===== config.mk =====
export PLATFORM = sky130hd
export DESIGN_NAME = alu_req_arbiter
export DESIGN_NICKNAME = d
export VERILOG_FILES = /design/src/rtl/alu_pkg.sv /design/src/rtl/alu_core.sv /design/src/rtl/alu_req_arbiter.sv
export SDC_FILE = /design/constraint.sdc
export NUM_CORES = 1
export LEC_CHECK = 0
export CAP_MARGIN = 20
export CORE_MARGIN = 4
export CORE_UTILIZATION = 47
export DETAILED_ROUTE_END_ITERATION = 7
export GPL_TIMING_DRIVEN = 0
export MAX_ROUTING_LAYER = met4
export PLACE_DENSITY = 0.69
export SYNTH_ARGS = -nofsm -noshare
export SYNTH_HDL_FRONTEND = slang
export SYNTH_SLANG_ARGS = --single-unit
export TNS_END_PERCENT = 30

===== constraint.sdc =====
create_clock -name clk -period 4 [get_ports clk]
set_input_delay 0.8 -clock clk [delete_from_list [all_inputs] [get_ports clk]]
set_output_delay 0.8 -clock clk [all_outputs]
set_load 0.05 [all_outputs]

===== src/rtl/alu_pkg.sv =====
// Purpose: shared opcodes, FSM state encoding and default width for the
//          two-requester ALU arbiter and its combinational core.
// Contents: WIDTH_DEF, OP_* opcodes, state_t, is_shift_op().
package alu_pkg;

  localparam int unsigned WIDTH_DEF = 32;

  localparam logic [2:0] OP_NOT = 3'b000;
  localparam logic [2:0] OP_AND = 3'b001;
  localparam logic [2:0] OP_OR  = 3'b010;
  localparam logic [2:0] OP_XOR = 3'b011;
  localparam logic [2:0] OP_ADD = 3'b100;
  localparam logic [2:0] OP_SUB = 3'b101;
  localparam logic [2:0] OP_SHL = 3'b110;
  localparam logic [2:0] OP_SHR = 3'b111;

  typedef enum logic [1:0] {
    ST_IDLE  = 2'd0,
    ST_EXEC  = 2'd1,
    ST_SHIFT = 2'd2,
    ST_HOLD  = 2'd3
  } state_t;

  // Shifts are the only ops handled by the bit-serial sequencer.
  function automatic logic is_shift_op(input logic [2:0] op);
    return op[2] & op[1];
  endfunction

endpackage


===== src/rtl/alu_core.sv =====
// Purpose: combinational ALU for the single-cycle ops (NOT/AND/OR/XOR/ADD/SUB).
// Ports:
//   i_op     opcode
//   i_a/i_b  operands
//   o_result result (A passes through for shift opcodes, unused by the top)
//   o_carry  carry out of ADD, borrow of SUB (A<B unsigned), else 0
module alu_core
  import alu_pkg::*;
#(
  parameter int unsigned WIDTH = WIDTH_DEF
) (
  input  logic [2:0]       i_op,
  input  logic [WIDTH-1:0] i_a,
  input  logic [WIDTH-1:0] i_b,
  output logic [WIDTH-1:0] o_result,
  output logic             o_carry
);

  logic [WIDTH:0] w_wide;

  // ADD/SUB are evaluated one bit wider so the top bit is carry/borrow.
  always_comb begin
    w_wide   = '0;
    o_result = '0;
    o_carry  = 1'b0;
    case (i_op)
      OP_NOT: o_result = ~i_a;
      OP_AND: o_result = i_a & i_b;
      OP_OR:  o_result = i_a | i_b;
      OP_XOR: o_result = i_a ^ i_b;
      OP_ADD: begin
        w_wide   = {1'b0, i_a} + {1'b0, i_b};
        o_result = w_wide[WIDTH-1:0];
        o_carry  = w_wide[WIDTH];
      end
      OP_SUB: begin
        w_wide   = {1'b0, i_a} - {1'b0, i_b};
        o_result = w_wide[WIDTH-1:0];
        o_carry  = w_wide[WIDTH];
      end
      default: o_result = i_a;
    endcase
  end

endmodule


===== src/rtl/alu_req_arbiter.sv =====
// Purpose: shares one ALU between two requesters with round-robin grant.
//          Single-cycle ops go through alu_core; shifts are sequenced one bit
//          per cycle. The result is registered and held until accepted.
// Ports:
//   clk, rst_n                 clock, async active-low reset
//   in{0,1}_valid/ready        request handshake (ready is combinational)
//   in{0,1}_op/_a/_b           request payload
//   out_valid/out_ready        result handshake
//   out_data/out_id            result and issuing requester
//   out_zero/out_carry         result flags
module alu_req_arbiter
  import alu_pkg::*;
#(
  parameter int unsigned WIDTH = WIDTH_DEF
) (
  input  logic             clk,
  input  logic             rst_n,
  input  logic             in0_valid,
  output logic             in0_ready,
  input  logic [2:0]       in0_op,
  input  logic [WIDTH-1:0] in0_a,
  input  logic [WIDTH-1:0] in0_b,
  input  logic             in1_valid,
  output logic             in1_ready,
  input  logic [2:0]       in1_op,
  input  logic [WIDTH-1:0] in1_a,
  input  logic [WIDTH-1:0] in1_b,
  output logic             out_valid,
  input  logic             out_ready,
  output logic [WIDTH-1:0] out_data,
  output logic             out_id,
  output logic             out_zero,
  output logic             out_carry
);

  localparam int unsigned SHW = $clog2(WIDTH);

  state_t           r_state;
  state_t           w_next_state;
  logic             r_last_grant;
  logic [2:0]       r_op;
  logic [WIDTH-1:0] r_a;
  logic [WIDTH-1:0] r_b;
  logic             r_id;
  logic [WIDTH-1:0] r_work;
  logic [SHW-1:0]   r_count;

  logic             w_any_valid;
  logic             w_grant_id;
  logic [2:0]       w_in_op;
  logic [WIDTH-1:0] w_in_a;
  logic [WIDTH-1:0] w_in_b;
  logic             w_accept;
  logic             w_load_exec;
  logic             w_load_shift;
  logic             w_shift_step;
  logic             w_release;
  logic [WIDTH-1:0] w_alu_res;
  logic             w_alu_carry;

  // Round-robin: on a tie the requester that did not win last time is granted.
  assign w_any_valid = in0_valid | in1_valid;
  assign w_grant_id  = (in0_valid & in1_valid) ? ~r_last_grant : in1_valid;
  assign w_in_op     = w_grant_id ? in1_op : in0_op;
  assign w_in_a      = w_grant_id ? in1_a  : in0_a;
  assign w_in_b      = w_grant_id ? in1_b  : in0_b;

  alu_core #(.WIDTH(WIDTH)) u_alu_core (
    .i_op     (r_op),
    .i_a      (r_a),
    .i_b      (r_b),
    .o_result (w_alu_res),
    .o_carry  (w_alu_carry)
  );

  // State register.
  always_ff @(posedge clk or negedge rst_n) begin
    if (!rst_n) r_state <= ST_IDLE;
    else        r_state <= w_next_state;
  end

  // Next-state logic.
  always_comb begin
    w_next_state = r_state;
    case (r_state)
      ST_IDLE:  if (w_any_valid) w_next_state = is_shift_op(w_in_op) ? ST_SHIFT : ST_EXEC;
      ST_EXEC:  w_next_state = ST_HOLD;
      ST_SHIFT: if (r_count == '0) w_next_state = ST_HOLD;
      ST_HOLD:  if (out_ready) w_next_state = ST_IDLE;
      default:  w_next_state = ST_IDLE;
    endcase
  end

  // Output / control strobes decoded from the current state.
  always_comb begin
    in0_ready    = 1'b0;
    in1_ready    = 1'b0;
    w_accept     = 1'b0;
    w_load_exec  = 1'b0;
    w_load_shift = 1'b0;
    w_shift_step = 1'b0;
    w_release    = 1'b0;
    case (r_state)
      ST_IDLE: begin
        w_accept  = w_any_valid;
        in0_ready = w_any_valid & ~w_grant_id;
        in1_ready = w_any_valid & w_grant_id;
      end
      ST_EXEC: w_load_exec = 1'b1;
      ST_SHIFT: begin
        if (r_count == '0) w_load_shift = 1'b1;
        else               w_shift_step = 1'b1;
      end
      ST_HOLD: w_release = out_ready;
      default: ;
    endcase
  end

  // Request capture and bit-serial shift datapath.
  always_ff @(posedge clk or negedge rst_n) begin
    if (!rst_n) begin
      r_last_grant <= 1'b1;
      r_op         <= '0;
      r_a          <= '0;
      r_b          <= '0;
      r_id         <= 1'b0;
      r_work       <= '0;
      r_count      <= '0;
    end else if (w_accept) begin
      r_op         <= w_in_op;
      r_a          <= w_in_a;
      r_b          <= w_in_b;
      r_id         <= w_grant_id;
      r_last_grant <= w_grant_id;
      r_work       <= w_in_a;
      r_count      <= w_in_b[SHW-1:0];
    end else if (w_shift_step) begin
      // op[0] selects direction: 0 = left, 1 = logical right.
      r_work  <= r_op[0] ? (r_work >> 1) : (r_work << 1);
      r_count <= r_count - SHW'(1);
    end
  end

  // Result register; held until the consumer takes it.
  always_ff @(posedge clk or negedge rst_n) begin
    if (!rst_n) begin
      out_valid <= 1'b0;
      out_data  <= '0;
      out_id    <= 1'b0;
      out_zero  <= 1'b0;
      out_carry <= 1'b0;
    end else if (w_load_exec) begin
      out_valid <= 1'b1;
      out_data  <= w_alu_res;
      out_id    <= r_id;
      out_zero  <= (w_alu_res == '0);
      out_carry <= w_alu_carry;
    end else if (w_load_shift) begin
      out_valid <= 1'b1;
      out_data  <= r_work;
      out_id    <= r_id;
      out_zero  <= (r_work == '0);
      out_carry <= 1'b0;
    end else if (w_release) begin
      out_valid <= 1'b0;
    end
  end

endmodule


==> impl_metrics.toml, run 1 <==
[run_status]
status = "complete, but fails checks"
violations = "setup timing"

[cells_and_area]
syn_to_final_growth_pct = 23.98
fin_nets = 2055
layout-drive-gt1-share = 0.1002
multiInputGateArea_um2 = 9092
fin_area_um2 = 16630
fillers = 2543
seqCellArea_um2 = 3621
stdcell_count = 2197

[logic_synthesis]
synthArstFlopShare = 1.000
synth_area_leaders = "dfrtp_1 27%, ha_1 10%, mux2i_1 6.8%, a21oi_1 5.1%, o21ai_0 4.5%"
syn-instance-count = 1600
synthMuxAreaShare = 0.07715
synth.most_common_cell = "dfrtp_1"
synth_top_family_by_area = "compound AO/OA/AOI/OAI gates"
synth-compound-area-share = 0.3360
synth_top_area_frac = 0.2668
synth_fa_ha_area_frac = 0.1065
avgSynthCellArea_um2 = 8.382
syn-cell-area_um2 = 13410
netlist-cell-type-count = 100
synth_edf_count = 0
synth_xor_area_frac = 0.005877
yosysWarnings = 0
seq_area_frac_synth = 0.2688
synth_simple_gate_area_frac = 0.1353
syn-num-nets = 1852
synthTopCellsByCount = "143 x dfrtp_1, 136 x a21oi_1, 125 x nand2_1"
synth_top_cell_by_area = "dfrtp_1"
synthFlopType = "dfrtp_1"
ys_ff_latch = 144

[route]
vias_per_cell = 6.493
drt_iter0_markers = 1680
dr.pass1.iters = 6
drc_errors = 0
route.detailed.wl_per_inst_um = 25.94
via_count = 14270
routed_wl_mm = 56.99
antenna_left = 0

[global_route]
grt_usage = 0.3635
grt_pass1_vias = 13700
grt_max_degree = 98
grt-ovfl-total = 0
grt_antenna_before_repair = 2
grt_pass1_wl_mm = 84.00

[worst_setup_path]
crit_path_max_fanout = 10
r2r-end = "out_zero$_DFFE_PN0P_"
rr_startpoint = "r_op[2]$_DFFE_PN0P_"
required_ns = 4.32
cp_data_arrival_time_ns = 4.39
slowest_stage = "a22oi_1"
critical_path_class = "flip-flop to flip-flop"
critPathCaptureType = "flip-flop"
cp_slowest_stage_delay_ns = 0.67
r2r_slack_ns = -0.08
ff2ff_path_depth = 11
cp_cell_sequence = "buf_2, inv_1, nor3_1, clkbuf_2, buf_1, nand3_1, a22oi_1, nor4b_2, and4_1, o2111ai_1, o31ai_2"
worstSetupStartpointType = "flip-flop"

[sta]
rsz0062_at_grt = "true"
hold_viol = 0
worst_pin_slew_ns = 1.114
max_freq_mhz = 245.3
fin_crit_sh = 1.019
finalSetupViolCount = 1
slew_headroom = 0.2546
min_period_ns = 4.076
finClkSkew_ns = 0.02356
maxSlewViolCount = 0
tns_ns = -0.07606
worst_slack_ns = -0.07606

[floorplan]
io_pins = 177
start_util = 0.4801
die_area_um2 = 31300
die_x_um = 176.9
coreArea_um2 = 27930
core.rowCount = 61
die_y_um = 176.9

[clock_tree]
root_buffer = "clkbuf_16"
numCtsBuffers = 17
clock_latency_ns = 0.46
clock_tree.buffer_depth = 2
cts_sinks = 144
cts_tree = "done"
clk_pin_slew_ns = 0.09
cts_max_level = 4

[place]
placedCellCount = 2155
placed_area_um2 = 15680
place.gp.congestion = 1.013
dp_slack_ns = -0.5535
dp.final_hpwl_mm = 44.22
port_buffers = 176

[hold_path]
hold_class = "input port to async pin"

[job]
max_cap_viol_count = 0
[worst max-delay path by stage]
| stage | to | from | depth (start not counted) | slack, ns |
|---|---|---|---|---|
| 6_report | out_zero$_DFFE_PN0P_ | r_op[2]$_DFFE_PN0P_ | 11 | -0.08 |
| 5_1_grt | out_zero$_DFFE_PN0P_ | r_a[8]$_DFFE_PN0P_ | 16 | -0.05 |
| 4_1_cts | out_zero$_DFFE_PN0P_ | r_a[0]$_DFFE_PN0P_ | 15 | -0.05 |
| 3_5_place_dp | in0_ready | in0_valid | 6 | -0.55 |
| 3_3_place_gp | out_id$_DFFE_PN0P_ | rst_n | 1 | -3.82 |
| 2_1_floorplan | out_zero$_DFFE_PN0P_ | r_a[0]$_DFFE_PN0P_ | 15 | 0.77 |
[layout by cell type, fill, tap and decap left out, types with 29 or more instances in the layout]
master,count
clkdlybuf4s50_1,173
a21oi_1,132
dfrtp_1,130
nand2_1,124
o21ai_0,118
ha_1,110
inv_1,100
mux2i_1,91
nor2_1,82
clkbuf_1,57
a21o_1,46
o22a_1,37
a22o_1,36
a211oi_1,29
[sequential cells by signal, indices dropped and copies added, names as in the netlist]
| register | flops |
|---|---|
| out_data | 32 |
| out_valid | 1 |
| r_a | 32 |
| r_id | 1 |
| r_b | 32 |
| out_zero | 1 |
| r_state | 2 |
| r_last_grant | 1 |
| r_count | 5 |
| r_work | 32 |
| r_op | 3 |
| out_id | 1 |
| out_carry | 1 |
[logic make-up (layout without fill, tap and decap cells)]
logic type                 count (synthesis)  in the layout
muxes                                    101            101
buffers and inverters                    221            437
xor gates and xnor gates                   9              9
and+or+nand+nor                          370            370
DFF                                      144            144
adders and majority gates                113            113
other                                      0              3
AOI/OAI and AO/OA                        642            642
[layer usage]
| metal | part of all wire | GRT usage |
|---|---|---|
| met1 | 0.42 | 0.4922 |
| met5 | 0 | - |
| met3 | 0.097 | 0.05875 |
| met4 | 0.041 | 0.1380 |
| met2 | 0.44 | 0.5502 |
[what timing repair did]
action	in CTS	in global routing
cloned	0	0
endpoints found under the hold margin	0	0
setup endpoints to repair	6	4
gates resized for setup	25	45
setup buffers	3	5
pin swaps	3	6
hold buffers	0	0
[metrics by stage]
step                utilization  hold WS, ns
floorplan                     -       0.4458
global placement         0.5601       0.4595
detailed placement       0.5611       0.4670
CTS                      0.5881       0.2962
global route             0.5952       0.3244
finish                   0.5952       0.2897
[cell type report]
class / instances / share of cell area
inverters: 105 / 0.02370
multi-input cells: 1235 / 0.5468
repair buffers: 185 / 0.1109
well taps: 378 / 0.02844
clock buffers: 17 / 0.02559
plain buffers: 115 / 0.03326
clock inverters: 15 / 0.01302
flip-flops and latches: 144 / 0.2178
diodes: 3 / 0.0004515
[critical path: cells and delay by family (launching register included)]
family / cells / cell delay [ns]
flip-flops: 1 / 0.48
AND/OR/NAND/NOR: 4 / 0.99
AO/OA/AOI/OAI: 3 / 0.88
buffers and inverters: 4 / 1.58
Power of run 1 is left out: the tool's default activity adds up to more than one toggle a clock period on the data nets, which glitch-free logic cannot reach.
==> run 2: changes to the inputs <==
--- a/config.mk
+++ b/config.mk
@@ -5,6 +5,7 @@
 export SDC_FILE = /design/constraint.sdc
 export NUM_CORES = 1
 export LEC_CHECK = 0
+export ABC_AREA = 1
 export CAP_MARGIN = 20
 export CORE_MARGIN = 4
 export CORE_UTILIZATION = 47
==> run 2 against run 1 <==
  * The run now ends clean
  * Worst hold slack better by 0.021 ns
  * Cell count is 23% higher
  * First-iteration DRC count rose by 11%
  * Area after synthesis fell by 0.53%
  * Via count increased by 12%
  * Clock skew decreased by 0.0084 ns
  * Count of clock-buffer cells in the layout stayed put
  * Maximum frequency rose by 8.7%
  * Synthesized cell count rose by 32%
  * Critical path type is now input port to output pin
  * Critical endpoint is now in0_ready
  * Largest cell class unchanged
==> impl_metrics.toml, run 2 <==
[worst_setup_path]
crit_path_max_fanout = 10
critPathMostFrequentCell = "nor2_1"
cp_data_arrival_time_ns = 2.95
crit_family = "buffers and inverters"
cp_cell_sequence = "clkdlybuf4s50_1, nor2_1, nor2_1, clkinv_1, nor2_4, buf_2, clkdlybuf4s15_2"
cp_slowest_stage_delay_ns = 0.48
cp_num_buf_inv = 4
critical_path_class = "input port to output pin"
required_ns = 3.20
worstSetupStartpointType = "input port"
slowest_stage = "clkdlybuf4s50_1"
critPathCaptureType = "output pin"

[logic_synthesis]
avgSynthCellArea_um2 = 6.328
seq_area_frac_synth = 0.2702
synth_top_cell_by_area = "dfrtp_1"
syn-num-nets = 2360
synth_top_area_frac = 0.2682
synthArstFlopShare = 1.000
syn-cell-area_um2 = 13340
netlist-cell-type-count = 47
synth_area_leaders = "dfrtp_1 27%, nand2_1 16%, ha_1 10%, inv_1 8.8%, o21ai_0 7.1%"
ys_ff_latch = 144
synth_edf_count = 0
yosysWarnings = 0
synth.most_common_cell = "nand2_1"
synthFlopType = "dfrtp_1"
syn-instance-count = 2108
synthTopCellsByCount = "566 x nand2_1, 311 x inv_1, 208 x nor2_1"

[sta]
fin_crit_sh = 0.9371
min_period_ns = 3.749
finClkSkew_ns = 0.01514
hold_viol = 0
rsz0062_at_grt = "false"
worst_pin_slew_ns = 1.121
finalSetupViolCount = 0
maxSlewViolCount = 0
slew_headroom = 0.2334
max_freq_mhz = 266.8

[place]
dp.final_hpwl_mm = 49.32
port_buffers = 176
placedCellCount = 2663
place.gp.congestion = 1.024

[cells_and_area]
layout-drive-gt1-share = 0.04053
layout_common_cells = "566 x nand2_1, 311 x inv_1, 208 x nor2_1, 189 x o21ai_0, 174 x clkdlybuf4s50_1"
syn_to_final_growth_pct = 21.48
fin_nets = 2559
stdcell_count = 2697
diodes = 0
layout.cells.most_common = "nand2_1"

[global_route]
grt_antenna_before_repair = 0
grt_usage = 0.3955
grt-ovfl-total = 0
grt_max_degree = 89
grt_pass1_wl_mm = 90.61
grt_pass1_vias = 15490

[clock_tree]
numCtsBuffers = 17
cts_tree = "done"
cts_max_level = 4
postCtsHoldBufs = 0
clk_pin_slew_ns = 0.07
clock_tree.buffer_depth = 2
root_buffer = "clkbuf_16"
clock_latency_ns = 0.45
cts_sinks = 144

[route]
dr.pass1.iters = 6
antenna_left = 0
drc_errors = 0
route.detailed.wl_per_inst_um = 22.59
via_count = 15920
vias_per_cell = 5.901
drt_iter0_markers = 1858
routed_wl_mm = 60.93

[run_status]
status = "finished clean"

[hold_path]
hold_class = "input port to async pin"

[floorplan]
die_area_um2 = 31140
io_pins = 177
coreArea_um2 = 27860
die_x_um = 176.5
die_y_um = 176.5
start_util = 0.4789
core.rowCount = 61

[job]
max_cap_viol_count = 0
[run 2: cell types whose count changed in the layout (fill, tap and decap cells not counted), sizes merged, moves of 46 or more]
cell	delta
nand3	+127
a21o	-46
a22oi	+50
a21oi	-51
mux2i	-89
nor2	+125
o21ai	+60
inv	+213
nand2	+445
[run 2: stage by stage]
stage	cell area (um2)	hold slack (ns)	utilization	TNS, ns	setup WS, ns
floorplan	13340	0.4422	-	0	1.314
global placement	15570	0.4588	0.5591	-526.53	-3.687
detailed placement	15600	0.4668	0.5601	-0.5323	-0.5323
CTS	16180	0.3501	0.5809	0	0.1071
global route	16210	0.3736	0.5817	0	0.09537
finish	16210	0.3110	0.5817	0	0.2515
[run 2: per-layer routing]
| metal | track usage | vias to the layer above | share of wire |
|---|---|---|---|
| met5 | - | - | 0 |
| met4 | 0.1779 | 0 | 0.050 |
| met3 | 0.05996 | 156 | 0.10 |
| met2 | 0.6071 | 957 | 0.44 |
| met1 | 0.5200 | 7528 | 0.41 |
| li1 | - | 7275 | - |
[run 2: worst paths after layout]
path | start | endpoint | slack (ns) | cells after the start
setup / recovery | in0_valid | in0_ready | 0.25 | 7
hold / removal | rst_n | out_data[3]$_DFFE_PN0P_ | 0.31 | 1
setup reg to reg | r_a[24]$_DFFE_PN0P_ | out_zero$_DFFE_PN0P_ | 0.35 | 12
hold reg to reg | r_id$_DFFE_PN0P_ | r_id$_DFFE_PN0P_ | 0.48 | 2
max in group asynchronous | rst_n | r_b[27]$_DFFE_PN0P_ | 2.83 | 2
min in group clk | r_id$_DFFE_PN0P_ | r_id$_DFFE_PN0P_ | 0.48 | 2
[run 2: worst register-to-register path, cell delays in order, from the launching register on]
cell	delay, ns
dfrtp_1	0.46
inv_1	0.13
ha_1	0.30
buf_2	0.20
inv_1	0.24
nor2_1	0.12
a2111oi_0	0.98
nand3_1	0.43
nand2_1	0.20
nand2_1	0.07
nor2_1	0.14
nand4_1	0.13
a21oi_1	0.17
[run 2: kinds of logic (layout without fill, tap and decap cells)]
kind of cell | Yosys count | after routing | share of synthesized area
compound gates | 447 | 447 | 0.1949
xor+xnor | 2 | 2 | 0.001313
fa+ha+maj | 113 | 113 | 0.1071
buf+inv | 409 | 620 | 0.1205
flops | 144 | 144 | 0.2702
mux | 2 | 2 | 0.001501
simple gates | 991 | 991 | 0.3044
[run 2: final cells by class]
type	count	area, um2
Fill cell	2709	11650
Buffer	88	402.9
Timing Repair Buffer	180	1814
Clock inverter	14	147.6
Multi-Input combinational cell	1555	8133
Sequential cell	144	3605
Tap cell	378	473.0
Inverter	321	1205
Clock buffer	17	425.4
[run 2: timing repair]
item,in CTS,in global routing
pin swaps,0,1
setup endpoints to repair,1,1
resized for setup,4,0
setup buffers,0,3
Power of run 2 is left out for the same reason.
==> run 3: changes to the inputs <==
--- a/config.mk
+++ b/config.mk
@@ -7,7 +7,6 @@
 export LEC_CHECK = 0
 export ABC_AREA = 1
 export CAP_MARGIN = 20
-export CORE_MARGIN = 4
 export CORE_UTILIZATION = 47
 export DETAILED_ROUTE_END_ITERATION = 7
 export GPL_TIMING_DRIVEN = 0
==> run 3 against run 2 <==
  * Via count is 1.6% higher
  * Sequential share of layout area hardly changed
  * Flip-flop and latch count stayed put
  * Final area is 0.12% higher
  * Die area is 6.7% lower
  * Highest routed layer unchanged
  * Maximum frequency is 2.5% lower
  * Global-route usage is 4.7 points higher
==> impl_metrics.toml, run 3 (synthesis results as in run 2) <==
[run_status]
status = "finished clean"

[worst_setup_path]
cp_slowest_stage_delay_ns = 0.47
cp_cell_sequence = "clkdlybuf4s50_1, nor2_1, nor2_1, clkinv_1, nor2_4, buf_2, clkdlybuf4s15_2"
critical_path_class = "input port to output pin"
slowest_stage = "clkdlybuf4s50_1"
crit_path_max_fanout = 10
rr_startpoint = "r_a[25]$_DFFE_PN0P_"
cp_num_buf_inv = 4
worstSetupStartpointType = "input port"
required_ns = 3.20
ff2ff_path_depth = 16
r2r-end = "out_zero$_DFFE_PN0P_"
critPathCaptureType = "output pin"
cp_data_arrival_time_ns = 3.04
cp.depth = 7
r2r_slack_ns = 0.37
crit_family = "buffers and inverters"
critPathMostFrequentCell = "nor2_1"

[floorplan]
die_y_um = 170.5
coreArea_um2 = 27860
die_area_um2 = 29060
io_pins = 177
start_util = 0.4789
core.rowCount = 61
die_x_um = 170.5

[global_route]
grt_max_degree = 77
grt_usage = 0.4421
grt_pass1_wl_mm = 90.87
grt_pass1_vias = 15360
grt-ovfl-total = 0
grt_antenna_before_repair = 2

[place]
port_buffers = 176
dp_slack_ns = -0.5764
place.gp.congestion = 1.036
dp.final_hpwl_mm = 49.55
placedCellCount = 2663

[sta]
fin_crit_sh = 0.9608
min_period_ns = 3.843
worst_pin_slew_ns = 1.057
tns_ns = 0
rsz0062_at_grt = "false"
slew_headroom = 0.2950
worst_slack_ns = 0.1568
max_freq_mhz = 260.2
maxSlewViolCount = 0
hold_viol = 0
finClkSkew_ns = 0.01533
finalSetupViolCount = 0

[cells_and_area]
layout_common_cells = "566 x nand2_1, 311 x inv_1, 208 x nor2_1, 189 x o21ai_0, 174 x clkdlybuf4s50_1"
stdcell_count = 2699
layout.cells.most_common = "nand2_1"
syn_to_final_growth_pct = 21.63
fillers = 2657
fin_nets = 2558
layout-drive-gt1-share = 0.04053

[route]
drt_iter0_markers = 2178
antenna_left = 0
vias_per_cell = 5.992
via_count = 16170
routed_wl_mm = 61.68
dr.pass1.iters = 8
drc_errors = 0
route.detailed.wl_per_inst_um = 22.85

[clock_tree]
cts_tree = "done"
postCtsHoldBufs = 0
cts_sinks = 144
clk_pin_slew_ns = 0.07
root_buffer = "clkbuf_16"
numCtsBuffers = 17
clock_latency_ns = 0.45
cts_max_level = 4
clock_tree.buffer_depth = 2

[job]
max_cap_viol_count = 0

[hold_path]
hold_class = "input port to async pin"
## run 3: changes by cell type in the layout (fill, tap and decap cells not counted), sizes merged
cell	change
buf	-1
bufinv	+1
clkinv	+1
clkinvlp	-2
diode	+2
inv	+1
## run 3: final cells by class
class,instances,area [um2],share of cell area
clock buffers,17,425.4,0.02622
well taps,378,473.0,0.02915
multi-input cells,1555,8133,0.5012
inverters,321,1205,0.07426
flip-flops and latches,144,3605,0.2222
diodes,2,5.005,0.0003085
plain buffers,88,402.9,0.02483
repair buffers,179,1807,0.1114
clock inverters,15,170.2,0.01049
## run 3: metrics by stage
stage / hold WS (ns) / cell area, um2 / utilization
floorplan: 0.4422 / 13340 / -
global placement: 0.4558 / 15570 / 0.5591
detailed placement: 0.4601 / 15600 / 0.5601
CTS: 0.4014 / 16210 / 0.5817
global route: 0.4234 / 16230 / 0.5824
finish: 0.3857 / 16230 / 0.5824
## run 3: layer usage
| metal | wire length, um | part of all wire | GRT usage |
|---|---|---|---|
| met1 | 24340 | 0.39 | 0.5511 |
| met2 | 27010 | 0.44 | 0.6655 |
| met4 | 3523 | 0.057 | 0.2417 |
| met3 | 6809 | 0.11 | 0.09605 |
| met5 | 0 | 0 | - |
## run 3: worst max path at each step
stage	start	end	slack, ns
finish	in0_valid	in0_ready	0.16
global route	in1_valid	in0_ready	0.09
CTS	in1_valid	in0_ready	0.02
detailed placement	in1_valid	in0_ready	-0.58
global placement	rst_n	r_b[27]$_DFFE_PN0P_	-3.68
floorplan	in0_valid	in0_ready	1.31
## run 3: what timing repair did
item,CTS,global route
cloned,0,0
resized for setup,4,0
setup endpoints to repair,1,1
buffers inserted,0,2
pin swaps,0,1
endpoints found under the hold margin,0,0
Power of run 3 is left out for the same reason.
==> variant 1 (flow settings as in run 2) <==
Change the package constant `WIDTH_DEF` from 32 to 16.
--- a/src/rtl/alu_pkg.sv
+++ b/src/rtl/alu_pkg.sv
@@ -3,7 +3,7 @@
 // Contents: WIDTH_DEF, OP_* opcodes, state_t, is_shift_op().
 package alu_pkg;
 
-  localparam int unsigned WIDTH_DEF = 32;
+  localparam int unsigned WIDTH_DEF = 16;
 
   localparam logic [2:0] OP_NOT = 3'b000;
   localparam logic [2:0] OP_AND = 3'b001;
Interface: changed (5 resized); port bits go from 177 to 97. The function was not compared with the original's and may differ.
==> variant 1 against run 2 <==
Non-clock buffer count shrank 131. Maximum frequency decreased by 1.5%. Sequential share of layout area increased by 1.9 points. Routed wire length fell by 63%. Area after synthesis is 50% lower. Sequential cell count down 65. Highest routed layer unchanged. Critical path depth unchanged. Cell count fell by 51%. Setup slack worse by 0.058 ns. Utilization up 0.81 points. Final area fell by 49%.
==> variant 1: results (changes against run 2) <==
\begin{tabular}{lr}
\hline
Metric & Value \\
\hline
\multicolumn{2}{l}{\textbf{Critical path}} \\
Slowest-stage cell, CP & dlygate4sd2\_1 \\
Worst reg2reg path depth & 19 (+7) \\
Worst setup startpoint & in1\_valid \\
Largest stage delay, worst path & 0.57 ns (+0.09 ns) \\
Slack of the worst reg-to-reg path & 1.14 ns (+0.79 ns) \\
Crit Reg-Reg Startpoint & r\_a[0] \\
CP Data Arrival Time & 3.01 ns (+0.06 ns) \\
\multicolumn{2}{l}{\textbf{Pwr}} \\
Total power & 8.30 mW \\
\multicolumn{2}{l}{\textbf{GRT}} \\
Number of global-route vias before repair & 6725 (-57\%) \\
Met3 routing resource usage after global routing & 0.0463 (-0.0136) \\
M2 GR Usage & 0.437 (-0.170) \\
Total Routing Usage GR & 0.293 (-0.102) \\
Wire length of the first global-routing pass & 36100 microns (-60\%) \\
Grt met1 use & 0.420 (-0.100) \\
\multicolumn{2}{l}{\textbf{Route}} \\
First-pass detailed-route iteration total & 7 (+1) \\
Total vias in the final route & 7170 (-55\%) \\
DR WL/cell & 17.2 microns (-24\%) \\
\multicolumn{2}{l}{\textbf{Placed design}} \\
Post-placement setup slack & -0.436 ns (+0.0963 ns) \\
I/O Buffers & 96 (-45\%) \\
Post-detailed-placement half-perimeter wirelength & 18000 microns (-63\%) \\
\multicolumn{2}{l}{\textbf{Final layout}} \\
Number of fill cells in the layout & 1362 (-50\%) \\
Comb\_multi\_in & 752 (-52\%) \\
Buffers, non-clock & 137 (-49\%) \\
Number of sequential cells in the layout & 79 (-45\%) \\
Area taken by flip-flops and latches & 1980 sq um (-45\%) \\
Fraction of layout cells with a size suffix above 1 & 0.0336 (-0.00694) \\
Fin nets & 1259 (-51\%) \\
Layout Cell Area excl Fill & 8190 sq um (-49\%) \\
Inverter count of the layout excluding clock inverters & 147 (-54\%) \\
Clock tree buffer count of the final layout & 10 (-7) \\
\multicolumn{2}{l}{\textbf{Yosys}} \\
Leading cell types by count after synthesis & 266 x nand2\_1, 141 x inv\_1, 111 x nor2\_1, 89 x o21ai\_0, 78 x dfrtp\_1 \\
Sequential share of the synthesized area & 0.298 (+0.0275) \\
Count of different cell masters after synthesis & 34 (-28\%) \\
Synthesized net count & 1151 (-51\%) \\
\multicolumn{2}{l}{\textbf{Timing}} \\
Slew at the pin with the worst max-slew slack & 0.681 ns (-0.440 ns) \\
Highest clock rate & 263 MHz (-1.5\%) \\
\multicolumn{2}{l}{\textbf{Clock network}} \\
Clock H-tree levels & 3 (-1) \\
\multicolumn{2}{l}{\textbf{Run status}} \\
Run status & complete, no violations \\
\hline
\end{tabular}
-- variant 1: cell types whose count changed in the layout (fill, tap and decap cells not counted), moves of 22 or more --
cell,delta
inv_1,-170
nand2_1,-300
dfrtp_1,-65
o22ai_1,-33
a22oi_1,-51
clkbuf_1,-22
nor2_1,-98
clkdlybuf4s50_1,-81
nand3_1,-76
a21oi_1,-48
ha_1,-55
o21ai_0,-100
-- variant 1: cell families (layout without fill, tap and decap cells) --
logic type / count (synthesis) / in the layout / share of synthesized area
and+or+nand+nor: 483 / 483 / 0.298
DFF: 79 / 79 / 0.298
AOI/OAI and AO/OA: 210 / 210 / 0.184
buffers and inverters: 187 / 300 / 0.108
adders and majority gates: 58 / 58 / 0.111
xor gates and xnor gates: 1 / 1 / 0.00132
-- variant 1: per-layer routing --
metal  routed length [microns]  up-vias
met3                      1610       37
li1                          -     3529
met2                     10000      313
met5                         0        -
met4                       452        0
met1                     10500     3291
==> variant 2 (flow settings as in run 2) <==
Without the edit above. Encoding of `state_t`: now one-hot (4 bits for 4 states).
--- a/src/rtl/alu_pkg.sv
+++ b/src/rtl/alu_pkg.sv
@@ -14,11 +14,11 @@
   localparam logic [2:0] OP_SHL = 3'b110;
   localparam logic [2:0] OP_SHR = 3'b111;
 
-  typedef enum logic [1:0] {
-    ST_IDLE  = 2'd0,
-    ST_EXEC  = 2'd1,
-    ST_SHIFT = 2'd2,
-    ST_HOLD  = 2'd3
+  typedef enum logic [3:0] {
+    ST_IDLE  = 4'b0001,
+    ST_EXEC  = 4'b0010,
+    ST_SHIFT = 4'b0100,
+    ST_HOLD  = 4'b1000
   } state_t;
 
   // Shifts are the only ops handled by the bit-serial sequencer.
Behaviour: no difference found for any inputs over 4 cycles, from zero or initial values and one cycle with rst_n low; so few cycles prove little.
==> variant 2 against run 2 <==
Utilization is essentially flat. Sequential share of layout area increased by 0.18 points. Setup slack worse by 0.022 ns. Routed wire length down 3.9%. Clock skew increased by 0.0027 ns. Sequential cell count grew 2. Area after synthesis is 0.82% higher. Final area increased by 0.59%. Largest cell class unchanged.
Power is left out: the tool's default activity adds up to more than one toggle a clock period on the data nets, which glitch-free logic cannot reach.
==> variant 2: results (changes against run 2) <==
\begin{tabular}{lr}
\hline
Metric & Value \\
\hline
\multicolumn{2}{l}{\textbf{Final layout}} \\
Layout Cell Area excl Fill & 16300 sq um (+0.59\%) \\
Area of the multi-input gates & 8180 sq um (+0.63\%) \\
Inverter count of the layout excluding clock inverters & 325 (+1.2\%) \\
Proportion of final cell area spent on non-clock buffers & 0.134 (-0.00264) \\
Share of cell area taken by flip-flops and latches & 0.224 (+0.00185) \\
Buffers, non-clock & 264 (-1.5\%) \\
Post-synthesis to final-layout area growth & 21.2\% \\
Fraction of layout cells with a size suffix above 1 & 0.0427 (+0.00220) \\
\multicolumn{2}{l}{\textbf{Critical path}} \\
Worst reg2reg path depth & 16 (+4) \\
Crit Reg-Reg Startpoint & r\_a[22] \\
Worst setup startpoint & r\_state[0] \\
CP Data Arrival Time & 2.97 ns (+0.02 ns) \\
Slack of the worst reg-to-reg path & 0.52 ns (+0.17 ns) \\
\multicolumn{2}{l}{\textbf{Placed design}} \\
Standard cell area after detailed placement & 15700 sq um (+0.70\%) \\
Cells after DPL & 2686 (+0.86\%) \\
GP Congestion & 1.07 (+4.3\%) \\
Post-detailed-placement half-perimeter wirelength & 47600 microns (-3.5\%) \\
\multicolumn{2}{l}{\textbf{Timing}} \\
Slew at the pin with the worst max-slew slack & 1.07 ns (-0.0545 ns) \\
Worst setup skew after layout & 0.0178 ns (+0.00269 ns) \\
\multicolumn{2}{l}{\textbf{Route}} \\
Total vias in the final route & 15800 (-0.90\%) \\
Initial DRC Count & 1940 (+4.4\%) \\
Final wirelength & 58600 microns (-3.9\%) \\
DR WL/cell & 21.5 microns (-4.6\%) \\
\multicolumn{2}{l}{\textbf{Yosys}} \\
Ranking of synthesized cells by area & dfrtp\_1 27\%, nand2\_1 18\%, ha\_1 10\%, inv\_1 8.8\%, o21ai\_0 5.4\% \\
Sequential share of the synthesized area & 0.272 (+0.00163) \\
Count of different cell masters after synthesis & 49 (+4.3\%) \\
Synthesized net count & 2379 (+0.81\%) \\
Synth Register Bits & 146 (+1.4\%) \\
\multicolumn{2}{l}{\textbf{GRT}} \\
Number of global-route vias before repair & 14700 (-5.4\%) \\
Initial antenna violation count & 1 (+1) \\
Total Routing Usage GR & 0.377 (-0.0189) \\
\multicolumn{2}{l}{\textbf{Run status}} \\
Run status & complete, no violations \\
\hline
\end{tabular}
variant 2: what timing repair did:
action,in CTS,in global routing
gates resized for setup,6,2
endpoints found under the hold margin,0,0
endpoints found under the setup margin,2,2
hold buffers,0,0
variant 2: cells by family after synthesis:
family / after synthesis / synth area share
compound gates: 406 / 0.179
xor+xnor: 4 / 0.00261
fa+ha+maj: 109 / 0.103
buf+inv: 412 / 0.120
flops: 146 / 0.272
mux: 2 / 0.00149
simple gates: 1052 / 0.322
variant 2: metal layers:
layer | up-vias | track usage | part of all wire
li1 | 7323 | - | -
met4 | 0 | 0.106 | 0.028
met3 | 109 | 0.0684 | 0.10
met1 | 7485 | 0.521 | 0.43
met5 | - | - | 0
met2 | 856 | 0.570 | 0.44
variant 2: worst reg2reg max path: cells and delay by family, from the launching register on:
family / cells / cell delay [ns]
buf+inv: 3 / 0.43
flops: 1 / 0.43
simple gates: 11 / 2.10
fa+ha+maj: 1 / 0.30
compound gates: 1 / 0.15
